<file path="src/rtl/ram_loader_if.sv">
// ram_loader_if: UART byte input and RAM write port of the program loader.
interface ram_loader_if #(
    parameter int MEM_WIDTH = 16,
    parameter int MEM_DEPTH = 256
);
    localparam int ADDR_WIDTH = $clog2(MEM_DEPTH);
    logic [7:0]            rx_data;
    logic                  rx_valid;
    logic                  w_en;
    logic [ADDR_WIDTH-1:0] w_addr;
    logic [MEM_WIDTH-1:0]  w_data;
    logic                  busy;
    logic                  cpu_hold;
    logic                  done;
    logic                  err;
    modport master (
        output rx_data, rx_valid,
        input  w_en, w_addr, w_data, busy, cpu_hold, done, err
    );
    modport slave (
        input  rx_data, rx_valid,
        output w_en, w_addr, w_data, busy, cpu_hold, done, err
    );
endinterface

</file>
<file path="src/rtl/ram_loader.sv">
// ram_loader: parses SYNC/ADDR/COUNT/DATA/CSUM byte frames into big-endian RAM word writes.
module ram_loader #(
    parameter int         MEM_WIDTH      = 16,
    parameter int         MEM_DEPTH      = 256,
    parameter logic [7:0] SYNC_BYTE      = 8'hA5,
    parameter int         TIMEOUT_CYCLES = 1_000_000
) (
    input logic         clk,
    input logic         rst,
    ram_loader_if.slave bus
);
    localparam int BPW        = MEM_WIDTH / 8;
    localparam int ADDR_WIDTH = $clog2(MEM_DEPTH);
    localparam int TW         = $clog2(TIMEOUT_CYCLES);
    localparam int BW         = $clog2(BPW + 1);
    localparam logic [2:0] S_IDLE  = 3'd0;
    localparam logic [2:0] S_ADDR  = 3'd1;
    localparam logic [2:0] S_COUNT = 3'd2;
    localparam logic [2:0] S_DATA  = 3'd3;
    localparam logic [2:0] S_CSUM  = 3'd4;

    logic [2:0]            state;
    logic [ADDR_WIDTH-1:0] ptr;
    logic [8:0]            words;
    logic [BW-1:0]         idx;
    logic [7:0]            sum;
    logic [MEM_WIDTH-1:0]  word_q;
    logic [TW-1:0]         tmo;
    logic [MEM_WIDTH-1:0]  new_word;
    logic                  timeout;

    // Truncating the concatenation keeps the newest BPW bytes, MSB byte first.
    assign new_word     = MEM_WIDTH'({word_q, bus.rx_data});
    assign timeout      = state != S_IDLE && !bus.rx_valid && tmo == TW'(TIMEOUT_CYCLES - 1);
    assign bus.busy     = state != S_IDLE;
    assign bus.cpu_hold = bus.busy;

    always_ff @(posedge clk or posedge rst) begin
        if (rst) begin
            state      <= S_IDLE;
            ptr        <= '0;
            words      <= '0;
            idx        <= '0;
            sum        <= '0;
            word_q     <= '0;
            tmo        <= '0;
            bus.w_en   <= 1'b0;
            bus.w_addr <= '0;
            bus.w_data <= '0;
            bus.done   <= 1'b0;
            bus.err    <= 1'b0;
        end else begin
            bus.w_en <= 1'b0;
            bus.done <= 1'b0;
            tmo      <= (state == S_IDLE || bus.rx_valid) ? '0 : tmo + 1'b1;
            if (bus.rx_valid) begin
                case (state)
                    S_IDLE: if (bus.rx_data == SYNC_BYTE) begin
                        state   <= S_ADDR;
                        bus.err <= 1'b0;
                    end
                    S_ADDR: begin
                        ptr   <= bus.rx_data[ADDR_WIDTH-1:0];
                        state <= S_COUNT;
                    end
                    S_COUNT: begin
                        // A count byte of zero means 256 words.
                        words <= {bus.rx_data == 8'd0, bus.rx_data};
                        sum   <= '0;
                        idx   <= '0;
                        state <= S_DATA;
                    end
                    S_DATA: begin
                        sum    <= sum + bus.rx_data;
                        word_q <= new_word;
                        if (idx == BW'(BPW - 1)) begin
                            bus.w_en   <= 1'b1;
                            bus.w_addr <= ptr;
                            bus.w_data <= new_word;
                            ptr        <= ptr + 1'b1;
                            words      <= words - 1'b1;
                            idx        <= '0;
                            if (words == 9'd1) state <= S_CSUM;
                        end else begin
                            idx <= idx + 1'b1;
                        end
                    end
                    S_CSUM: begin
                        bus.err  <= bus.rx_data != sum;
                        bus.done <= 1'b1;
                        state    <= S_IDLE;
                    end
                    default: state <= S_IDLE;
                endcase
            end else if (timeout) begin
                // A partially assembled word is simply dropped.
                bus.err  <= 1'b1;
                bus.done <= 1'b1;
                state    <= S_IDLE;
            end
        end
    end
endmodule

</file>
<file path="src/flat_wrapper.sv">
// flat-port wrapper written by rule: the top's interface ports become plain ports
module ram_loader_flat 
#(
    parameter int         MEM_WIDTH      = 16,
    parameter int         MEM_DEPTH      = 256,
    parameter logic [7:0] SYNC_BYTE      = 8'hA5,
    parameter int         TIMEOUT_CYCLES = 1_000_000
)
  (clk, rst, bus_rx_data, bus_rx_valid, bus_w_en, bus_w_addr, bus_w_data, bus_busy, bus_cpu_hold, bus_done, bus_err);
  ram_loader_if #(.MEM_WIDTH(MEM_WIDTH), .MEM_DEPTH(MEM_DEPTH)) bus_i ();
  input logic clk;
  input logic rst;
  input wire logic [$bits(bus_i.rx_data)-1:0] bus_rx_data;
  input wire logic [$bits(bus_i.rx_valid)-1:0] bus_rx_valid;
  output wire logic [$bits(bus_i.w_en)-1:0] bus_w_en;
  output wire logic [$bits(bus_i.w_addr)-1:0] bus_w_addr;
  output wire logic [$bits(bus_i.w_data)-1:0] bus_w_data;
  output wire logic [$bits(bus_i.busy)-1:0] bus_busy;
  output wire logic [$bits(bus_i.cpu_hold)-1:0] bus_cpu_hold;
  output wire logic [$bits(bus_i.done)-1:0] bus_done;
  output wire logic [$bits(bus_i.err)-1:0] bus_err;
  assign bus_i.rx_data = bus_rx_data;
  assign bus_i.rx_valid = bus_rx_valid;
  assign bus_w_en = bus_i.w_en;
  assign bus_w_addr = bus_i.w_addr;
  assign bus_w_data = bus_i.w_data;
  assign bus_busy = bus_i.busy;
  assign bus_cpu_hold = bus_i.cpu_hold;
  assign bus_done = bus_i.done;
  assign bus_err = bus_i.err;
  ram_loader #(.MEM_WIDTH(MEM_WIDTH), .MEM_DEPTH(MEM_DEPTH), .SYNC_BYTE(SYNC_BYTE), .TIMEOUT_CYCLES(TIMEOUT_CYCLES)) u_core (.clk(clk), .rst(rst), .bus(bus_i));
endmodule
</file>
<file path="config.mk">
export PLATFORM = sky130hd
export DESIGN_NAME = ram_loader_flat
export DESIGN_NICKNAME = d
export VERILOG_FILES = /design/src/rtl/ram_loader_if.sv /design/src/rtl/ram_loader.sv /design/src/flat_wrapper.sv
export SDC_FILE = /design/constraint.sdc
export NUM_CORES = 1
export LEC_CHECK = 0
export ABC_AREA = 0
export ABC_CLOCK_PERIOD_IN_PS = 7600
export CAP_MARGIN = 10
export CORE_MARGIN = 10
export CORE_UTILIZATION = 62
export DETAILED_ROUTE_END_ITERATION = 12
export PLACE_DENSITY_LB_ADDON = 0.3
export SYNTH_ARGS = -nofsm -noshare
export SYNTH_HDL_FRONTEND = slang
export SYNTH_SLANG_ARGS = --single-unit
</file>
<file path="constraint.sdc">
create_clock -name clk -period 7.6 [get_ports clk]
set_input_delay 1.14 -clock clk [delete_from_list [all_inputs] [get_ports clk]]
set_output_delay 1.14 -clock clk [all_outputs]
set_load 0.02 [all_outputs]
</file>
* Yosys cells after proc, flatten, opt, wreduce, memory -nomap -nowiden
Index checks and enable logic that the tools add are counted.
Storage, ports and cells: flip-flop bits (word level) 85, bits of input ports 11, output and inout port bits 29, word-level logic and storage cells 72
Cells by class: $add $sub $neg 5, eq/ne operators 14, mux-type cells 24, reductions and logical operators 17
Operators with widths (count):
- 8-bit case mux with 2 select lines | 2
- 20-bit by 1-bit adder with 20-bit output (second input constant) | 1
- 20-bit == test (second input constant) | 1
- 20-bit two-way mux | 1
- 9-bit case mux with 2 select lines | 1
- 3-bit two-way mux | 5
- 3-bit case mux with 4 select lines | 1
- 3-bit AND reduction | 4
- 9-bit by 1-bit == test with 1-bit output (second input constant) | 1
- 1-bit two-way mux | 9
- 9-bit two-way mux | 1
- 9-bit by 1-bit subtractor with 9-bit output (second input constant) | 1
- 8-bit by 1-bit adder with 8-bit output (second input constant) | 1
- 8-bit adder | 1
- 8-bit == test (second input constant) | 1
- 8-bit logical NOT | 1
- 8-bit two-way mux | 1
- 8-bit inequality test | 1
- 3-bit by 2-bit == test with 1-bit output (second input constant) | 2
- 3-bit by 2-bit inequality test with 1-bit output (second input constant) | 2
- 2-bit nonzero test | 3
- 2-bit case mux with 2 select lines | 1
- 2-bit AND reduction | 2
- 4-bit AND reduction | 1
- other kinds (14) | 15

* Logic depth before layout (Yosys ltp)
depth after elaboration 5, gate-level depth with buffers 9, depth with buffers taken out 9

* Worst setup path after synthesis
OpenSTA, ideal clock, no wires.
path kind input to register, from input port bus_rx_data[0], to register u_core.sum[6], data arrival time 2.566 ns, slack 4.912 ns, stages on the path 9, path buffers 0, cell sequence ha_1 > inv_1 > fa_1 > nor2b_1 > o21ai_1 > a21boi_1 > o21ai_1 > a21o_1 > a32o_1
On the way: cells in the longest elaborated chain, start to end 2
RTL lines:
- start: declaration | RTL line flat_wrapper.sv:13 | input wire logic [$bits(bus_i.rx_data)-1:0] bus_rx_data;
- 8-bit adder | RTL line ram_loader.sv:74 | sum <= sum + bus.rx_data;
- 8-bit case mux with 2 select lines | RTL line ram_loader.sv:57 | case (state)
- end signal: assignment | RTL line ram_loader.sv:74
- end: declaration | RTL line ram_loader.sv:26 | logic [7:0] sum;
Every way passes these cells. A chain may end at the register's enable or synchronous reset.

* Worst setup path after layout
Ends and elaborated chain as after synthesis.

==> impl.org <==
** Clock tree
- The root buffer cell chosen for the clock tree is clkbuf_8.
- TritonCTS created 9 clock buffers.
- Cts repair resizes :: 0
- Clock tree synthesis found a total of 85 sinks.
- The later pin in the worst-skew pair is clocked with a latency of 0.35 ns.
- Clock-pin slew reported for the worst setup and hold paths after clock tree synthesis :: 0.08 ns
- Worst-case clock buffer depth :: 2
- In this run, post-CTS hold repair placed 0 buffers.
- Maximum level of the CTS H-tree :: 3
- The number of setup buffers added after CTS is 0.
- TritonCTS clock tree :: built

** STA
- Setup Viol. Count Final :: 0
- Total Neg Setup Slack :: 0 ns
- The worst path needs 3.14 ns of the cycle, external delays included.
- Maximum clock skew at final layout :: 0.0101 ns
- The final hold violation count is 0.
- At the pin with the least slew margin, the transition time is 1.07 ns.
- Setup repair after global routing left no endpoint under its margin.
- The final critical path takes up between 40% and 50% of the cycle.
- The number of max-slew violations in the final report is 0.
- Derived from the worst setup path, the maximum achievable clock frequency is ~320 MHz.
- Hold slack final :: 0.498 ns
- The worst pin sits at a relative slew slack of 28.6%.

** Synthesis
- Number of synthesized flops with an enable pin :: 0
- Top cell types by occurrence after synthesis :: dfrtp_1 (85), nor2_1 (44), mux2_2 (31)
- Warnings from Yosys :: 0
- Synthesis produced 406 cells.
- Counting every net in the synthesized netlist gives about 430.
- Post-synthesis instance area :: 4240 um^2
- Async set-reset flop share out of synthesis :: 100%
- Count of unique library cells instantiated by Yosys :: 55
- Avg Inst Size Synth :: around 10 um^2
- The synthesized design devotes to its leading area cell type 50.1% of total area.
- The synthesized design spends more area on one cell type than any other, namely dfrtp_1.
- By area the synthesized netlist is led by dfrtp_1 (50%), mux2_2 (8.2%), nor2_1 (3.9%), ha_1 (3.2%), o21ai_0 (2.8%).
- Most used flip-flop cell after synthesis :: dfrtp_1
- Most frequent cell after synthesis :: dfrtp_1
- Number of synthesized register bits :: 85
- Sequential-to-total area share from yosys stat :: approximately half

** Setup path
- Counting both buffers and inverters, the worst setup path holds a total of 2.
- Worst Path Arrival :: 3.38 ns
- Max stage delay on crit path :: 0.59 ns
- The worst setup path is launched from an input port.
- The worst setup path is of the input port to register kind.
- Cells along the critical path :: clkdlybuf4s50_1 -> ha_1 -> inv_1 -> fa_1 -> nor2b_1 -> o21ai_1 -> a21boi_1 -> o21ai_1 -> a21o_1 -> a32o_1
- Capturing element type of the critical path :: register
- Among all stages on the critical path, the largest delay is contributed by clkdlybuf4s50_1.
- Highest net fanout along the worst path :: 6
- Among the stages of the critical path, the cell type that occurs most often is o21ai_1.
- In this design, the largest share of critical-path delay is due to compound AO/OA/AOI/OAI gates.
- Data on the critical path is required at its endpoint by 7.84 ns.

** Floorplan
- The core region is ~6700 um^2.
- From left edge to right edge, the die measures 103 um.
- Die Area :: 10600 um^2
- Cell row count :: 30
- Once the floorplan was initialized, standard cells occupied roughly 63% of the core.
- Die outline height :: between 100 and 150 um
- Num ports :: 40

** Final layout
- In the final layout, the share of cells above drive strength 1 is 15.0%.
- The number of antenna diodes in the final layout is 0.
- From synthesis to final layout, the design area changed by 16.1%.
- Post-layout net count :: 465
- Post-route design area :: 4930 um^2
- Cells fill 73.3% of the core in the end.

** Route
- After the first detailed-routing iteration, the DRC count stood at about 230.
- Dividing the detail-routed wire length by the instance count gives 17.8 um.
- Via density :: approximately 6.1
- Pre-Repair DR Iteration Count :: 7
- Post-route DRC :: 0
- Routed wire length :: 9360 um
- Number of nets with antenna violations after detailed routing :: 0
- Total via count after detailed routing :: 3233

** Global route
- Vias in the first global route :: 3180
- Grt ovf :: 0
- Total global routing track utilization :: 18.9%
- The first global-routing pass estimated approximately 16000 um of wire.
- Entering global routing, the biggest net connects 86 pins.
- The number of antenna violations at the first check in global routing is 0.

** Pwr
- Power per standard cell area :: 359 nW/um^2
- Maximum resistive drop on vdd :: 0.235 mV
- For this design the static power due to leakage is between 2 and 2.5 nW.

** Run status
- Result of the run :: completed

** Hold path
- The worst hold path belongs to the class register to register.

** Place
- Last weighted congestion value of the routability-driven placer :: 0.846
- Detailed placement ended at an HPWL of 6360 um.
- Cell area after placement :: 4670 um^2
- During placement, the flow inserted port buffers numbering 39.

** Run
- Number of maximum-capacitance constraint violations :: 0
## stage by stage
| step | setup WS [ns] | std cells | power (mW) |
|---|---|---|---|
| 6_report | 4.46 | 526 | 1.77 |
| 5_1_grt | 4.34 | 526 | 1.88 |
| 4_1_cts | 4.50 | 526 | 1.77 |
| 3_5_place_dp | 4.12 | 511 | 1.35 |
| 3_3_place_gp | 4.22 | 511 | 1.32 |
| 2_1_floorplan | 4.27 | 406 | 1.13 |
## state kept, by name, summed over array words and instances (netlist names)
signal / cells
u_core.bus.done: 1
u_core.bus.err: 1
u_core.bus.w_addr: 8
u_core.bus.w_data: 16
u_core.bus.w_en: 1
u_core.idx: 2
u_core.ptr: 8
u_core.state: 3
u_core.sum: 8
u_core.tmo: 20
u_core.word_q: 8
u_core.words: 9
## cell usage in the layout, fill, tap and decap left out, types with 3 or more instances in the layout
| master | netlist | routed |
|---|---|---|
| dfrtp_1 | 85 | 85 |
| nand4_1 | 5 | 5 |
| xor2_1 | 11 | 11 |
| xnor2_1 | 9 | 9 |
| nor2_1 | 44 | 44 |
| o31ai_1 | 3 | 3 |
| inv_1 | 15 | 14 |
| o22a_1 | 5 | 5 |
| o21ai_0 | 24 | 24 |
| a21oi_1 | 22 | 22 |
| nor4_1 | 4 | 4 |
| a21o_1 | 5 | 5 |
| nor3_1 | 12 | 12 |
| o21ai_1 | 3 | 3 |
| or3_1 | 3 | 3 |
| bufinv_16 | 0 | 4 |
| nand2_1 | 29 | 29 |
| nand3_1 | 14 | 14 |
| clkdlybuf4s50_1 | 0 | 39 |
| mux2_2 | 31 | 31 |
| clkbuf_8 | 0 | 9 |
| ha_1 | 11 | 11 |
| and3_1 | 4 | 4 |
| a31oi_1 | 6 | 6 |
## layer usage
layer	track usage, %	share of wire (%)
met3	5.70	7.1
met4	7.49	1.6
met1	23.6	43
met2	30.0	48
met5	0	0
## final timing paths
path | cells after the start | slack (ns) | to | start
max reg2reg | 4 | 5.41 | u_core.bus.w_data[1] | u_core.state[2]
max in group asynchronous | 3 | 5.46 | u_core.tmo[9] | rst
min | 1 | 0.50 | u_core.tmo[0] | u_core.tmo[0]
min in group asynchronous | 3 | 1.41 | u_core.tmo[18] | rst
min reg2reg | 1 | 0.50 | u_core.tmo[0] | u_core.tmo[0]
max | 10 | 4.46 | u_core.sum[6] | bus_rx_data[0]
## layout make-up
type	instances	area [um^2]
flip-flops and latches	85	2130
multi-input cells	290	1980
clock buffers	9	124
clock inverters	6	136
repair buffers	41	405
inverters	15	57.6
well taps	80	100
fillers	479	1790
## report_power, final
part / internal (mW) / switching, mW
sequential: 0.592 / 0.123
combinational: 0.288 / 0.350
clock: 0.250 / 0.163
total: 1.13 / 0.635
## logic make-up (layout without fill, tap and decap cells)
kind of cell	after synthesis	after routing	share of synthesized area, %
AOI/OAI and AO/OA	86	86	12.6
xor gates and xnor gates	20	20	4.13
adders and majority gates	12	12	3.71
buffers and inverters	31	71	3.33
DFF	85	85	50.1
muxes	33	33	8.70
and+or+nand+nor	139	139	17.4
## worst reg2reg max path, stage by stage, from the launching register on
cell     delay (ns)
dfrtp_1        0.52
nor2b_4        0.25
nand3_4        0.24
nor2_4         0.63
mux2_2         0.43
No activity file was read; power rests on OpenSTA's default activity.
